===== src/rtl/adder_tree_pkg.sv =====
// adder_tree_pkg: sizing helpers shared by the pipelined adder tree and its levels.
// All functions are constant functions, usable in parameter and port declarations.
package adder_tree_pkg;

    // Number of pairwise-add levels needed to reduce n operands to one.
    function automatic int tree_levels(input int n);
        return $clog2(n);
    endfunction

    // Full-precision width of the sum of n unsigned w-bit operands.
    function automatic int sum_width(input int w, input int n);
        return w + tree_levels(n);
    endfunction

    // Element count after l levels of pairwise reduction (ceil(n / 2^l)).
    function automatic int level_count(input int n, input int l);
        int cnt;
        cnt = n;
        for (int i = 0; i < l; i++) begin
            cnt = (cnt + 1) / 2;
        end
        return cnt;
    endfunction

endpackage


===== src/rtl/adder_tree_level.sv =====
// adder_tree_level: one registered level of the adder tree.
// Adds neighbouring elements pairwise; an odd trailing element is zero-extended
// and registered unchanged. Data loads only when in_valid is set, so the level
// holds its last result through bubbles.
module adder_tree_level #(
    parameter int IN_CNT = 4,
    parameter int IN_W   = 8
) (
    input  logic                                  clock,
    input  logic                                  reset,
    input  logic                                  in_valid,
    input  logic [IN_CNT*IN_W-1:0]                in_data,
    output logic                                  out_valid,
    output logic [((IN_CNT+1)/2)*(IN_W+1)-1:0]    out_data
);

    localparam int OUT_CNT = (IN_CNT + 1) / 2;
    localparam int OUT_W   = IN_W + 1;

    logic [OUT_W-1:0]         next_elem [OUT_CNT];
    logic [OUT_CNT*OUT_W-1:0] data_d, data_q;
    logic                     valid_d, valid_q;

    // Pairwise sums; the last element of an odd-sized level passes through.
    for (genvar i = 0; i < OUT_CNT; i++) begin : g_elem
        if (2 * i + 1 < IN_CNT) begin : g_pair
            assign next_elem[i] = OUT_W'(in_data[2*i*IN_W +: IN_W])
                                + OUT_W'(in_data[(2*i+1)*IN_W +: IN_W]);
        end else begin : g_odd
            assign next_elem[i] = OUT_W'(in_data[2*i*IN_W +: IN_W]);
        end
    end

    // Next-state: load the new sums on a valid cycle, otherwise hold.
    always_comb begin
        // NOTE: every variable gets a default first so no path leaves it unassigned (no latch).
        data_d  = data_q;
        valid_d = in_valid;
        if (in_valid) begin
            for (int i = 0; i < OUT_CNT; i++) begin
                data_d[i*OUT_W +: OUT_W] = next_elem[i];
            end
        end
    end

    // Level registers with synchronous reset.
    always_ff @(posedge clock) begin
        // NOTE: data registers are reset as well as the valid bit, so sum reads 0 after reset.
        if (reset) begin
            // NOTE: non-blocking assignments so every flop samples pre-edge values.
            data_q  <= '0;
            valid_q <= 1'b0;
        end else begin
            data_q  <= data_d;
            valid_q <= valid_d;
        end
    end

    assign out_data  = data_q;
    assign out_valid = valid_q;

endmodule


===== src/rtl/pipelined_adder_tree.sv =====
// pipelined_adder_tree: registered multi-operand unsigned adder.
// Stage 0 registers the operands; LEVELS registered pairwise-add levels follow,
// so a result appears LEVELS edges after its operands were sampled. A valid bit
// rides alongside the data; each stage loads only on its incoming valid bit.
// Optional macro ACCUM_EN adds a wrapping running total (acc, acc_clear).
module pipelined_adder_tree
    import adder_tree_pkg::*;
#(
    parameter int N_OPS = 4,
    parameter int WIDTH = 8
`ifdef ACCUM_EN
    ,
    parameter int ACC_W = 16
`endif
) (
    input  logic                                clock,
    input  logic                                reset,
    input  logic                                in_valid,
    input  logic [N_OPS*WIDTH-1:0]              operands,
    output logic                                out_valid,
    output logic [sum_width(WIDTH, N_OPS)-1:0]  sum
`ifdef ACCUM_EN
    ,
    input  logic                                acc_clear,
    output logic [ACC_W-1:0]                    acc
`endif
);

    localparam int LEVELS = tree_levels(N_OPS);
    localparam int SUM_W  = sum_width(WIDTH, N_OPS);

    logic [N_OPS*WIDTH-1:0] stage0_d, stage0_q;
    logic                   stage0_valid_d, stage0_valid_q;

    // Stage 0 next-state: capture operands only on a valid cycle.
    always_comb begin
        stage0_d       = stage0_q;
        stage0_valid_d = in_valid;
        if (in_valid) begin
            stage0_d = operands;
        end
    end

    // Stage 0 registers; reset wins over a coincident in_valid.
    always_ff @(posedge clock) begin
        if (reset) begin
            stage0_q       <= '0;
            stage0_valid_q <= 1'b0;
        end else begin
            stage0_q       <= stage0_d;
            stage0_valid_q <= stage0_valid_d;
        end
    end

    // Tree levels 1..LEVELS; each grows one bit and halves the element count.
    for (genvar l = 1; l <= LEVELS; l++) begin : g_level
        localparam int IN_CNT  = level_count(N_OPS, l - 1);
        localparam int IN_W    = WIDTH + l - 1;
        localparam int OUT_CNT = level_count(N_OPS, l);

        logic [IN_CNT*IN_W-1:0]        lvl_in;
        logic                          lvl_in_valid;
        logic [OUT_CNT*(IN_W+1)-1:0]   lvl_out;
        logic                          lvl_out_valid;

        if (l == 1) begin : g_first
            assign lvl_in       = stage0_q;
            assign lvl_in_valid = stage0_valid_q;
        end else begin : g_rest
            assign lvl_in       = g_level[l-1].lvl_out;
            assign lvl_in_valid = g_level[l-1].lvl_out_valid;
        end

        adder_tree_level #(
            .IN_CNT (IN_CNT),
            .IN_W   (IN_W)
        ) u_level (
            .clock     (clock),
            .reset     (reset),
            .in_valid  (lvl_in_valid),
            .in_data   (lvl_in),
            .out_valid (lvl_out_valid),
            .out_data  (lvl_out)
        );
    end

    // The last level holds a single SUM_W-bit element and drives the outputs.
    assign sum       = g_level[LEVELS].lvl_out[SUM_W-1:0];
    assign out_valid = g_level[LEVELS].lvl_out_valid;

`ifdef ACCUM_EN
    logic [ACC_W-1:0] acc_d, acc_q;

    // Accumulator next-state: clear-then-add when acc_clear meets a result.
    always_comb begin
        acc_d = acc_q;
        if (acc_clear) begin
            acc_d = out_valid ? ACC_W'(sum) : '0;
        end else if (out_valid) begin
            acc_d = acc_q + ACC_W'(sum);
        end
    end

    // Accumulator register, wrapping modulo 2^ACC_W.
    always_ff @(posedge clock) begin
        if (reset) begin
            acc_q <= '0;
        end else begin
            acc_q <= acc_d;
        end
    end

    assign acc = acc_q;
`endif

endmodule


===== config.mk =====
export PLATFORM = sky130hd
export DESIGN_NAME = pipelined_adder_tree
export DESIGN_NICKNAME = d
export VERILOG_FILES = /design/src/rtl/adder_tree_pkg.sv /design/src/rtl/adder_tree_level.sv /design/src/rtl/pipelined_adder_tree.sv
export SDC_FILE = /design/constraint.sdc
export NUM_CORES = 1
export LEC_CHECK = 0
export BUFFER_PORTS_ARGS = -buffer_cell sky130_fd_sc_hd__buf_2
export CORE_UTILIZATION = 30
export DETAILED_ROUTE_END_ITERATION = 7
export PLACE_DENSITY = 0.57
export SYNTH_ARGS = -nofsm -noshare
export SYNTH_HDL_FRONTEND = slang
export SYNTH_SLANG_ARGS = --single-unit

===== constraint.sdc =====
create_clock -name clock -period 2.95 [get_ports clock]
set_input_delay 0.59 -clock clock [delete_from_list [all_inputs] [get_ports clock]]
set_output_delay 0.59 -clock clock [all_outputs]
set_load 0.1 [all_outputs]

==> results by group <==
Clocking
  – Sink count of the clock tree: 63
  – PostCTS Resize Cnt: 0
  – CTS clk-pin slew, worst paths: approximately 0.07 ns
  – Worst-skew pair later-pin latency: 0.34 ns
  – H-Tree Level Count: 3
  – Number of buffers on the longest clock path: 2
  – Count of buffers added by post-CTS timing repair for setup: 0
  – Clock tree from TritonCTS: built
  – Cell at the root of the clock tree: sky130_fd_sc_hd__clkbuf_8
  – Hold_buf cts: 0
  – Number of buffers added by the clock tree synthesis step: 9

Logic synthesis
  – Mean area per synthesized cell: 9.178 sq um
  – Dominant combinational cell family by area after synthesis: simple AND/OR/NAND/NOR gates
  – Yosys warning total: 0
  – Register bit count reported by yosys: 63
  – Library cells used by synthesis: 36
  – Largest area contributor in the synthesized netlist: sky130_fd_sc_hd__dfxtp_1
  – Post-Synthesis Cells: 355
  – Top-count cell post-synth: sky130_fd_sc_hd__nor2_1
  – Count of flip-flops with a built-in enable after synthesis: 0
  – Share of the synthesized netlist area taken by xor and xnor gates: 1.075%
  – Top area cells in the synthesized netlist: sky130_fd_sc_hd__dfxtp_1 (39%), sky130_fd_sc_hd__mux2i_1 (14%), sky130_fd_sc_hd__ha_1 (9.6%)
  – Share of Yosys cell area claimed by the top area cell type: 38.71%
  – Sequential area share after synthesis: 38.71%
  – Commonest cells in the synthesized netlist: sky130_fd_sc_hd__nor2_1 (75), sky130_fd_sc_hd__dfxtp_1 (63), sky130_fd_sc_hd__mux2i_1 (45), sky130_fd_sc_hd__ha_1 (25), sky130_fd_sc_hd__o21ai_0 (20)
  – Post-synthesis instance area: 3258 sq um
  – Share of synthesized cell area in full adder, half adder and majority cells: between 10% and 20%
  – Simple logic cell fraction of the synthesized area: a little under a fifth
  – Area fraction in compound gates after synthesis: 12.86%
  – Main synth FF type: sky130_fd_sc_hd__dfxtp_1
  – Post-synthesis mux area share: 13.82%
  – Syn nets: 418
  – Share of synthesized flip-flops with an asynchronous set or reset: 0%

Die
  – Chip Height: around 110 microns
  – Number of rows in the core area: 37
  – Starting density of the core: 31.28%
  – Total I/O pin count: 46
  – Area of the die: roughly 11000 sq um
  – Floorplan Core Area: 10420 sq um
  – Chip width: 106.2 microns

Timing
  – Max Transition Viols Final: 0
  – Final clock period utilization by the worst path: between 60% and 70%
  – Worst slew slack as a fraction of its limit: between 50% and 60%
  – Final worst setup slack: 0.9487 ns
  – Count of final hold-check violations: 0
  – Setup repair after global routing missed its margin: no
  – Setup Skew: 0.006165 ns
  – Slew @ Worst Pin: 0.7418 ns
  – Post-route minimum period: 2.001 ns
  – Highest achievable clock rate: 499.7 MHz
  – Final sum of negative setup slack: 0 ns
  – Number of setup violations in the final report: 0

Detailed routing
  – Count of antenna-violating nets left after detailed routing: 0
  – Vias after detailed routing: around 2600
  – DRC errors left: 0
  – Total length of routed wires: between 6 and 7 mm
  – Length of the first detailed-routing pass in iterations: 7
  – Violation count after the first detailed-route iteration: 56
  – Mean number of vias per cell: 4.738
  – Average wire per cell in the routed design: around 12 microns

Finish
  – Number of inserted diodes: 0
  – Non-Filler Instances: 539
  – Final standard cell utilization of the core: 36.74%
  – Layout Area Growth over Synthesis: 17.47%
  – Share of cells above drive strength 1: about 16%
  – Nets: approximately 460
  – Post-layout instance area: 3827 sq um
  – Fill cell total of the finished layout: around 1100

GRT
  – Number of antenna violations at the first check in global routing: 0
  – Pin count of the biggest net entering global routing: 33
  – GRT Resource Usage Total: around 13%
  – Number of global-route vias before repair: around 2400
  – Leftover overflow at the end of global routing: 0
  – Global-route wire length before repair: 11.21 mm

Flow run
  – Number of max-cap violations: 0

Placed design
  – IO buf count: 45
  – Placed inst area: about 3600 sq um
  – Count of placed standard cells including taps: roughly 520
  – Half-perimeter wire length after detailed placement: slightly below 5 mm
  – Final estimated routing congestion in global placement: 0.7558
  – Post-placement setup slack: 0.9660 ns

Min path
  – HP Start: g_level[2].u_level.out_data[1]
  – Kind of path behind the tightest hold check: reg -> reg
  – Hold depth: 2
  – Worst Hold Path EP: g_level[2].u_level.out_data[1]

Setup path
  – Slowest stage cell on the critical path: sky130_fd_sc_hd__dfxtp_1
  – Startpoint kind of the worst setup timing path: flop
  – List of cells traversed by the critical path: ha_1, inv_1, fa_1, nor2b_4, o31a_1, o21a_1, or3_1, a32o_1
  – Arrival time at the worst endpoint: 2.23 ns
  – R2r endpoint: g_level[1].u_level.out_data[15]
  – Required time at the worst-slack endpoint: 3.18 ns
  – Buf/Inv on CP: 1
  – Critical path depth: 8
  – Worst Path Max Fanout: 3
  – Type of element capturing the critical path: flop
  – Stage delay of the slowest cell on the critical path: roughly 0.32 ns
  – Cell count of the worst reg-to-reg path: 8
  – Cell type group with the largest total delay on the critical path: compound AO/OA/AOI/OAI gates
  – Worst Path Class, Setup: reg -> reg
  – Worst-case register-to-register setup slack: about 0.95 ns
  – Source of the worst register-to-register timing path: g_level[1].lvl_in[16]

Power and ir drop
  – Switching portion of total power: about 25%
  – Total leakage power: 1.735 nW
  – Power share of the clock group: 40.5%
  – Power Dens Cells: 526.6 nW/um^2
  – Net Switching: 0.5088 mW
  – Peak VDD IR: 259.9 uV
  – Part of the total power dissipated in sequential elements: 46.1%
  – Internal power: between 1.5 and 2 mW
  – Fraction of power consumed by combinational cells: 13.4%

Status
  – Result of the run: finished, final reports clean
stage by stage:
stage	hold slack (ns)	power [mW]
global route	0.4789	2.121
detailed placement	0.4705	1.220
finish	0.4751	2.016
global placement	0.4720	1.216
CTS	0.4728	2.043
floorplan	0.4459	1.146
state kept, by name, indices dropped and copies added, names as in the netlist:
signal	count
g_level.lvl_in_valid	1
g_level.lvl_in	32
g_level.u_level.out_valid	2
g_level.u_level.out_data	28
power by group through the flow:
stage / clock network [mW] / logic, mW / registers (mW)
finish: 0.816 / 0.270 / 0.930
global route: 0.881 / 0.304 / 0.936
CTS: 0.840 / 0.272 / 0.930
detailed placement: 0 / 0.271 / 0.949
global placement: 0 / 0.268 / 0.948
floorplan: 0 / 0.188 / 0.957
kinds of logic (layout without fill, tap and decap cells):
| logic type | after synthesis | after routing |
|---|---|---|
| and+or+nand+nor | 124 | 124 |
| AOI/OAI and AO/OA | 64 | 64 |
| DFF | 63 | 63 |
| muxes | 45 | 45 |
| adders and majority gates | 28 | 28 |
| buffers and inverters | 27 | 75 |
| xor gates and xnor gates | 4 | 4 |
placed cells by master, fill, tap and decap left out, types with 3 or more instances in the layout:
cell	netlist	routed
sky130_fd_sc_hd__dfxtp_1	63	63
sky130_fd_sc_hd__clkbuf_8	0	10
sky130_fd_sc_hd__nor3b_1	7	7
sky130_fd_sc_hd__xnor2_1	4	4
sky130_fd_sc_hd__nor4bb_1	4	4
sky130_fd_sc_hd__a211oi_1	10	10
sky130_fd_sc_hd__buf_4	0	6
sky130_fd_sc_hd__nor2b_1	4	4
sky130_fd_sc_hd__o311ai_0	5	5
sky130_fd_sc_hd__o21a_1	5	5
sky130_fd_sc_hd__fa_1	3	3
sky130_fd_sc_hd__or4b_1	3	3
sky130_fd_sc_hd__a21o_1	5	5
sky130_fd_sc_hd__mux2i_1	45	45
sky130_fd_sc_hd__nand2_1	12	12
sky130_fd_sc_hd__a21oi_1	10	10
sky130_fd_sc_hd__ha_1	25	25
sky130_fd_sc_hd__or3_1	3	3
sky130_fd_sc_hd__o21ai_0	20	20
sky130_fd_sc_hd__buf_2	12	45
sky130_fd_sc_hd__nor2_1	75	75
sky130_fd_sc_hd__nand2b_1	5	5
sky130_fd_sc_hd__inv_1	9	9
worst max path at each step:
stage	from	end
after floorplan	g_level[1].lvl_in[16]	g_level[1].u_level.out_data[15]
after global placement	g_level[1].lvl_in[16]	g_level[1].u_level.out_data[15]
after detailed placement	g_level[1].lvl_in[16]	g_level[1].u_level.out_data[15]
after CTS	g_level[1].lvl_in[16]	g_level[1].u_level.out_data[15]
after global routing	g_level[1].lvl_in[0]	g_level[1].u_level.out_data[8]
final	g_level[1].lvl_in[16]	g_level[1].u_level.out_data[15]
final cells by class:
class	instances	area (sq um)	area share [%]
Timing Repair Buffer	51	270.3	7.061
Multi-Input combinational cell	265	1881	49.13
Clock inverter	4	70.07	1.831
Clock buffer	11	141.4	3.694
Sequential cell	63	1261	32.95
Tap cell	136	170.2	4.446
Inverter	9	33.78	0.8826
worst reg2reg max path, delay by kind of cell (launching register included):
kind	cells	cell delay, ns
AO/OA/AOI/OAI	3	0.67
buffers and inverters	1	0.07
AND/OR/NAND/NOR	2	0.36
adder cells (fa/ha/maj)	2	0.47
flip-flops	1	0.32
routing by layer:
metal	GRT usage (%)	routed length [microns]
met1	16.37	3379
met2	19.06	2827
met3	3.801	243
met4	5.258	112
met5	0	0
Power figures use the tool's default switching activity.
